<file path="src/rtl/piso_frame_tx_pkg.sv">
// Shared definitions for the parallel-in serial-out frame transmitter.
//   - state_e : transmitter state machine encoding
//   - cnt_w() : width of the bit-position counter for a given frame length
package piso_frame_tx_pkg;

    typedef enum logic {
        ST_IDLE  = 1'b0,
        ST_SHIFT = 1'b1
    } state_e;

    // Bits needed to count 0 .. width-1. Never returns 0, so that
    // counter declarations stay legal for every frame length.
    function automatic int cnt_w(input int width);
        return (width > 1) ? $clog2(width) : 1;
    endfunction

endpackage

</file>
<file path="src/rtl/piso_frame_tx_if.sv">
// Bus between a word producer / serial consumer and piso_frame_tx.
//   pdata_in/pdata_valid/pdata_ready : parallel word valid/ready handshake
//   shift_en                         : downstream enable (0 freezes the serial side)
//   sout/sout_valid                  : serial bit and its qualifier
//   frame_start/frame_end            : first / last bit of a frame
//   busy                             : frame in flight or word held
// Modport slave is the transmitter's view; master is the surrounding logic.
interface piso_frame_tx_if #(
    parameter int WIDTH = 4
);
    logic [WIDTH-1:0] pdata_in;
    logic             pdata_valid;
    logic             pdata_ready;
    logic             shift_en;
    logic             sout;
    logic             sout_valid;
    logic             frame_start;
    logic             frame_end;
    logic             busy;

    modport slave (
        input  pdata_in, pdata_valid, shift_en,
        output pdata_ready, sout, sout_valid, frame_start, frame_end, busy
    );

    modport master (
        output pdata_in, pdata_valid, shift_en,
        input  pdata_ready, sout, sout_valid, frame_start, frame_end, busy
    );
endinterface

</file>
<file path="src/rtl/piso_frame_tx.sv">
// Parallel-in serial-out frame transmitter.
// Accepts WIDTH-bit words over a valid/ready handshake and sends each one
// a bit per clock (LSB first when LSB_FIRST=1), with frame_start/frame_end
// strobes on the first/last bit. A one-word holding buffer lets the next
// frame follow the current one with no idle cycle.
// Ports:
//   clk     : rising-edge clock
//   clear_n : asynchronous active-low reset
//   bus     : piso_frame_tx_if slave modport (handshake, serial output, strobes)
module piso_frame_tx
    import piso_frame_tx_pkg::*;
#(
    parameter int WIDTH     = 4,
    parameter bit LSB_FIRST = 1'b1
) (
    input  logic           clk,
    input  logic           clear_n,
    piso_frame_tx_if.slave bus
);

    localparam int                CNT_W = cnt_w(WIDTH);
    localparam logic [CNT_W-1:0]  LAST  = CNT_W'(WIDTH - 1);

    state_e             state_q, state_d;
    logic [WIDTH-1:0]   sreg_q,  sreg_d;
    logic [CNT_W-1:0]   cnt_q,   cnt_d;
    logic [WIDTH-1:0]   hold_q,  hold_d;
    logic               hold_full_q, hold_full_d;

    logic               xfer;
    logic [WIDTH-1:0]   sreg_shifted;

    assign xfer = bus.pdata_valid && bus.pdata_ready;

    // Move the next bit to the output end, zero-filling behind it.
    assign sreg_shifted = LSB_FIRST ? (sreg_q >> 1) : (sreg_q << 1);

    always_comb begin
        // NOTE: every signal gets its hold value first, so branches that do not
        // touch it cannot leave a path unassigned and infer a latch.
        state_d     = state_q;
        sreg_d      = sreg_q;
        cnt_d       = cnt_q;
        hold_d      = hold_q;
        hold_full_d = hold_full_q;

        unique case (state_q)
            ST_IDLE: begin
                // The first word goes straight into the shifter, whatever shift_en says.
                if (xfer) begin
                    sreg_d  = bus.pdata_in;
                    cnt_d   = '0;
                    state_d = ST_SHIFT;
                end
            end

            ST_SHIFT: begin
                if (bus.shift_en && cnt_q == LAST) begin
                    // Last-bit edge: chain the held word, else bypass a word
                    // offered right now, else the stream ends.
                    if (hold_full_q) begin
                        sreg_d      = hold_q;
                        hold_full_d = 1'b0;
                        cnt_d       = '0;
                    end else if (xfer) begin
                        sreg_d = bus.pdata_in;
                        cnt_d  = '0;
                    end else begin
                        state_d = ST_IDLE;
                    end
                end else begin
                    if (bus.shift_en) begin
                        sreg_d = sreg_shifted;
                        cnt_d  = cnt_q + CNT_W'(1);
                    end
                    // pdata_ready is low while the hold is full, so a transfer
                    // here can never overwrite an undrained word.
                    if (xfer) begin
                        hold_d      = bus.pdata_in;
                        hold_full_d = 1'b1;
                    end
                end
            end

            default: state_d = ST_IDLE;
        endcase
    end

    // NOTE: the hold word is storage, but it is cleared on reset as well so the
    // whole datapath comes up in a known state and a discarded word cannot linger.
    always_ff @(posedge clk or negedge clear_n) begin
        if (!clear_n) begin
            state_q     <= ST_IDLE;
            sreg_q      <= '0;
            cnt_q       <= '0;
            hold_q      <= '0;
            hold_full_q <= 1'b0;
        end else begin
            // NOTE: non-blocking assignments so every flop samples the values
            // from before this edge, independent of statement order.
            state_q     <= state_d;
            sreg_q      <= sreg_d;
            cnt_q       <= cnt_d;
            hold_q      <= hold_d;
            hold_full_q <= hold_full_d;
        end
    end

    // All outputs decode registers only, so they freeze with shift_en=0.
    assign bus.pdata_ready = ~hold_full_q;
    assign bus.sout        = LSB_FIRST ? sreg_q[0] : sreg_q[WIDTH-1];
    assign bus.sout_valid  = (state_q == ST_SHIFT);
    assign bus.frame_start = bus.sout_valid && (cnt_q == '0);
    assign bus.frame_end   = bus.sout_valid && (cnt_q == LAST);
    assign bus.busy        = bus.sout_valid || hold_full_q;

endmodule

</file>
<file path="src/flat_wrapper.sv">
// flat-port wrapper written by rule: the top's interface ports become plain ports
module piso_frame_tx_flat import piso_frame_tx_pkg::*;
#(
    parameter int WIDTH     = 4,
    parameter bit LSB_FIRST = 1'b1
)
  (clk, clear_n, bus_pdata_in, bus_pdata_valid, bus_shift_en, bus_pdata_ready, bus_sout, bus_sout_valid, bus_frame_start, bus_frame_end, bus_busy);
  piso_frame_tx_if #(.WIDTH(WIDTH)) bus_i ();
  input  logic clk;
  input  logic clear_n;
  input wire logic [$bits(bus_i.pdata_in)-1:0] bus_pdata_in;
  input wire logic [$bits(bus_i.pdata_valid)-1:0] bus_pdata_valid;
  input wire logic [$bits(bus_i.shift_en)-1:0] bus_shift_en;
  output wire logic [$bits(bus_i.pdata_ready)-1:0] bus_pdata_ready;
  output wire logic [$bits(bus_i.sout)-1:0] bus_sout;
  output wire logic [$bits(bus_i.sout_valid)-1:0] bus_sout_valid;
  output wire logic [$bits(bus_i.frame_start)-1:0] bus_frame_start;
  output wire logic [$bits(bus_i.frame_end)-1:0] bus_frame_end;
  output wire logic [$bits(bus_i.busy)-1:0] bus_busy;
  assign bus_i.pdata_in = bus_pdata_in;
  assign bus_i.pdata_valid = bus_pdata_valid;
  assign bus_i.shift_en = bus_shift_en;
  assign bus_pdata_ready = bus_i.pdata_ready;
  assign bus_sout = bus_i.sout;
  assign bus_sout_valid = bus_i.sout_valid;
  assign bus_frame_start = bus_i.frame_start;
  assign bus_frame_end = bus_i.frame_end;
  assign bus_busy = bus_i.busy;
  piso_frame_tx #(.WIDTH(WIDTH), .LSB_FIRST(LSB_FIRST)) u_core (.clk(clk), .clear_n(clear_n), .bus(bus_i));
endmodule
</file>
<file path="config.mk">
export PLATFORM = sky130hd
export DESIGN_NAME = piso_frame_tx_flat
export DESIGN_NICKNAME = d
export VERILOG_FILES = /design/src/rtl/piso_frame_tx_pkg.sv /design/src/rtl/piso_frame_tx_if.sv /design/src/rtl/piso_frame_tx.sv /design/src/flat_wrapper.sv
export SDC_FILE = /design/constraint.sdc
export NUM_CORES = 1
export LEC_CHECK = 0
export BUFFER_PORTS_ARGS = -buffer_cell sky130_fd_sc_hd__buf_2
export CAP_MARGIN = 20
export CORE_MARGIN = 3
export CORE_UTILIZATION = 51
export DETAILED_ROUTE_END_ITERATION = 6
export PLACE_DENSITY_LB_ADDON = 0.1
export SYNTH_ARGS = -nofsm -noshare
export SYNTH_HDL_FRONTEND = slang
export SYNTH_SLANG_ARGS = --single-unit
export TNS_END_PERCENT = 10
</file>
<file path="constraint.sdc">
create_clock -name clk -period 1.9 [get_ports clk]
set_input_delay 0.285 -clock clk [delete_from_list [all_inputs] [get_ports clk]]
set_output_delay 0.285 -clock clk [all_outputs]
set_load 0.1 [all_outputs]
</file>
Yosys cells after proc, flatten, opt, wreduce, memory -nomap -nowiden. Index checks and enable logic that the tools add are counted.

Add/subtract/negate cells: 1. Equality and inequality tests: 2. Multiplexer cells: 16. Bitwise gates (word level): 3. Reductions and logical operators: 9.

Operator list (number): 4-bit two-way mux (4); 2-bit two-way mux (4); 4-bit case mux with 2 select lines (1); 1-bit two-way mux (5); 1-bit logical AND (4); 2-bit case mux with 2 select lines (1); 3-bit != test (second input constant) (1); 1-bit NOT (3); 3-bit AND reduction (1); 2-bit by 1-bit adder with 2-bit output (second input constant) (1); 2-bit == test (second input constant) (1); 2-bit zero test (1); 1-bit case mux with 2 select lines (1); 2-bit AND reduction (1); 2-bit nonzero test (1); 1-bit logical OR (1).

Register bits after elaboration: 12. Input bits: 8. Output and inout bits: 6. Logic and storage cells: 36.

Depth between registers and ports, before layout.
Depth after elaboration: 6. Depth in mapped cells: 5. Gate-level depth less buffers: 4.

Least setup slack after synthesis. No wires, ideal clock.

Path type: register to output. Start point: register u_core.state_q, in the netlist u_core.bus.sout_valid. End point: output bus_frame_end. Arrival: 1.990 ns. Data required time: 1.615 ns. Slack: -0.375 ns. Stages on the path, launching flop included: 3. Buffers on the path: 1. Path through: dfrtp_1 -> buf_2 -> and2_1.

Longest elaborated chain between the ends: 1.

Ends and longest elaborated chain: from (decl) (RTL line piso_frame_tx.sv:24) `state_e state_q, state_d;`; from (signal assigned) (RTL line piso_frame_tx.sv:101) `state_q <= state_d;`; 1-bit logical AND (RTL line piso_frame_tx.sv:114) `assign bus.frame_end = bus.sout_valid && (cnt_q == LAST);`; to (decl) (RTL line flat_wrapper.sv:18) `output wire logic [$bits(bus_i.frame_end)-1:0] bus_frame_end;`.

No other way between the ends.

Final worst setup path.
Start point: register u_core.cnt_q[1]. End point: output bus_frame_end.

Longest elaborated chain between the ends: 2.

Ends and longest elaborated chain: from (decl) (RTL line piso_frame_tx.sv:26) `logic [CNT_W-1:0] cnt_q, cnt_d;`; from (signal assigned) (RTL line piso_frame_tx.sv:103) `cnt_q <= cnt_d;`; 2-bit == test (RTL line piso_frame_tx.sv:114); 1-bit logical AND (RTL line piso_frame_tx.sv:114).

No other way between the ends.

==> flow_summary_export.csv <==
group,metric,value,unit
run_status,status,"finished, final reports clean",
worst_setup_path,slowest_delay,370,ps
sta,period_needed,1760,ps
global_routing,grt_first_pass_wirelength,2300,um
synthesis,synth_nets,75,
cts,cts_inserted_buffers,3,
sta,max_slew_margin,67.9,%
worst_setup_path,ff2ff_setup_slack,220,ps
global_routing,grt_max_degree,13,
routing,vias_per_cell,5.76,
synthesis,synth_area_leader_cell,"dfrtp_1",
synthesis,synth-edff-count,0,
worst_setup_path,critPathKind,"register to primary output",
synthesis,ys_ff_latch,12,
power,p_sw,0.715,mW
worst_setup_path,critPathTopFamily,"flip-flops",
worst_setup_path,crit_path_end_kind,"primary output",
floorplan,start_util,57.3,%
sta,finalSetupViolations,0,
cts,cts_setup_buffers,0,
power,swShare,51.2,%
routing,drc,0,
worst_setup_path,cp-start-kind,"register",
layout,fin_nets,91,
sta,worst_pin_slew,485,ps
cts,clk_pin_slew,70,ps
power,vdd_ir_drop_max,0.000857,V
synthesis,synth_warnings,0,
synthesis,post-synth-top-count-cell,"dfrtp_1",
sta,hold_viol,0,
layout,final_area,769,um^2
sta,slew_violations,0,
routing,via_count,541,
routing,wl,1330,um
sta,rsz0062_at_grt,"false",
worst_setup_path,required,1620,ps
power,seq_power_share,33.4,%
power,p_int,0.681,mW
worst_hold_path,hp-class,"primary input to register",
cts,cts_root_buffer,"clkbuf_4",
cts,clock-sinks,12,
synthesis,synth_common_cells,"dfrtp_1 (12), inv_1 (9), nand2_1 (6)",
worst_setup_path,cp_slowest_cell,"dfrtp_1",
sta,skew,8.61,ps
routing,wl_per_cell,14.2,um
cts,cts_tree,"done",
cts,clk_latency,270,ps
synthesis,yosysTopAreaCellShare,45.4,%
power,p_leak,0.384,nW
routing,ant_nets,0,
worst_setup_path,crit_fanout,9,
placement,portBuffers,13,
sta,fmax,568,MHz
global_routing,grt-ovfl-total,0,
cts,clockBufferDepth,2,
synthesis,synth-seq-area-share,45.4,%
global_routing,grt_pass1_vias,516,
layout,drive_gt1_share,32.5,%
sta,post-route-period-util,92.6,%
job,cap_violations,0,
synthesis,ys.flop_type,"dfrtp_1",
synthesis,syn_area,662,um^2
floorplan,die_w,42.0,um
layout,nFillCells,91,
floorplan,die-area,0.00177,mm^2
floorplan,row_count,12,
global_routing,grtUsageTotal,17.0,%
routing,drt_iter0_drc,22,
power,p_comb_share,55.1,%
worst_setup_path,crit_chain,"ha_1 -> and2_2 -> clkbuf_4",
placement,placed_area,731,um^2
routing,drt_first_pass_iters,5,
floorplan,die_h,42.0,um
cts,htreeDepth,1,
placement,dp_hpwl,985,um
floorplan,core_area,0.00116,mm^2
power,power_density,1810,mW/mm^2
layout,antenna_cells,0,
layout,area_growth,16.3,%
power,p_clk_share,11.6,%
floorplan,pin_count,14,
worst_setup_path,worstPathArrival,1470,ps
global_routing,antenna_found_initial,0,
worst_setup_path,path_buf_inv,1,
layout,final_core_util,66.6,%
synthesis,syn_inst,65,
placement,place_congestion,0.763,
synthesis,async_flop_share,100,%
synthesis,yosys-top-cells-area,"dfrtp_1 (45%), inv_1 (5.1%), mux2_2 (5.1%)",
synthesis,synthDistinctLibCells,26,
synthesis,synth.avg_cell_area,10.2,um^2
final cells by class:
class	count	area, um^2	share of cell area (%)
inverter	10	37.5	4.88
sequential	12	302	39.2
timing repair buffer	14	77.6	10.1
tap	14	17.5	2.28
multi-input combinational	40	309	40.2
clock buffer	4	26.3	3.41
routing by layer:
metal	vias to the layer above	track usage, %	wire (um)
met5	-	0	0
met4	0	3.73	0
met3	0	4.29	85
met2	19	26.2	640
met1	266	24.3	606
li1	256	-	-
repair_timing:
action | CTS | global route
setup endpoints to repair | 0 | 1
resized for setup | 0 | 1
hold buffers | 1 | 0
endpoints found under the hold margin | 12 | 0
cell families after synthesis:
group / after synthesis / synth area share, %
and+or+nand+nor: 19 / 18.0
AOI/OAI and AO/OA: 14 / 15.7
buffers and inverters: 13 / 8.69
DFF: 12 / 45.4
muxes: 5 / 8.51
adders and majority gates: 2 / 3.78
final timing paths:
path,from,endpoint,cells past startpoint
max in group asynchronous,clear_n,u_core.bus.sout_valid$_DFF_PN0_,2
hold reg to reg,u_core.hold_q[0]$_DFFE_PN0P_,u_core.hold_q[0]$_DFFE_PN0P_,1
hold / removal,bus_pdata_in[1],u_core.hold_q[1]$_DFFE_PN0P_,2
setup / recovery,u_core.cnt_q[1]$_DFFE_PN0P_,bus_frame_end,3
setup reg to reg,u_core.cnt_q[1]$_DFFE_PN0P_,u_core.hold_q[2]$_DFFE_PN0P_,4
min in group asynchronous,clear_n,u_core.sreg_q[0]$_DFFE_PN0P_,2
cells in the final DEF (no fill, tap or decap), types with 2 or more instances in the layout:
master / instances
mux2_1: 2
a21oi_1: 2
nor2b_1: 4
ha_1: 2
a222oi_1: 3
dfrtp_1: 11
buf_2: 12
and2_2: 2
nand2_1: 5
o21ai_0: 2
inv_1: 9
mux2_2: 3
clkbuf_4: 4
o22ai_1: 3
registers in the layout (all words and copies together) (netlist names):
signal and cells:
u_core.hold_full_q 1, u_core.bus.sout_valid 1, u_core.sreg_q 4, u_core.hold_q 4, u_core.cnt_q 2
power groups by stage:
stage	sequential [mW]	combinational (mW)	clock [mW]
3_5_place_dp	0.469	0.763	0
5_1_grt	0.482	0.823	0.180
6_report	0.466	0.769	0.161
2_1_floorplan	0.543	0.574	0
4_1_cts	0.463	0.770	0.164
3_3_place_gp	0.463	0.753	0
metrics by stage:
step	hold slack [ps]	instances	TNS [ps]	power (mW)	worst slack, ps
floorplan	-10.6	65	-62.8	1.12	-62.8
global placement	177	89	0	1.22	252
detailed placement	180	89	0	1.23	209
CTS	261	94	0	1.40	38.4
global route	266	94	0	1.49	54.9
finish	263	94	0	1.40	140
No activity file was read; power rests on OpenSTA's default activity.
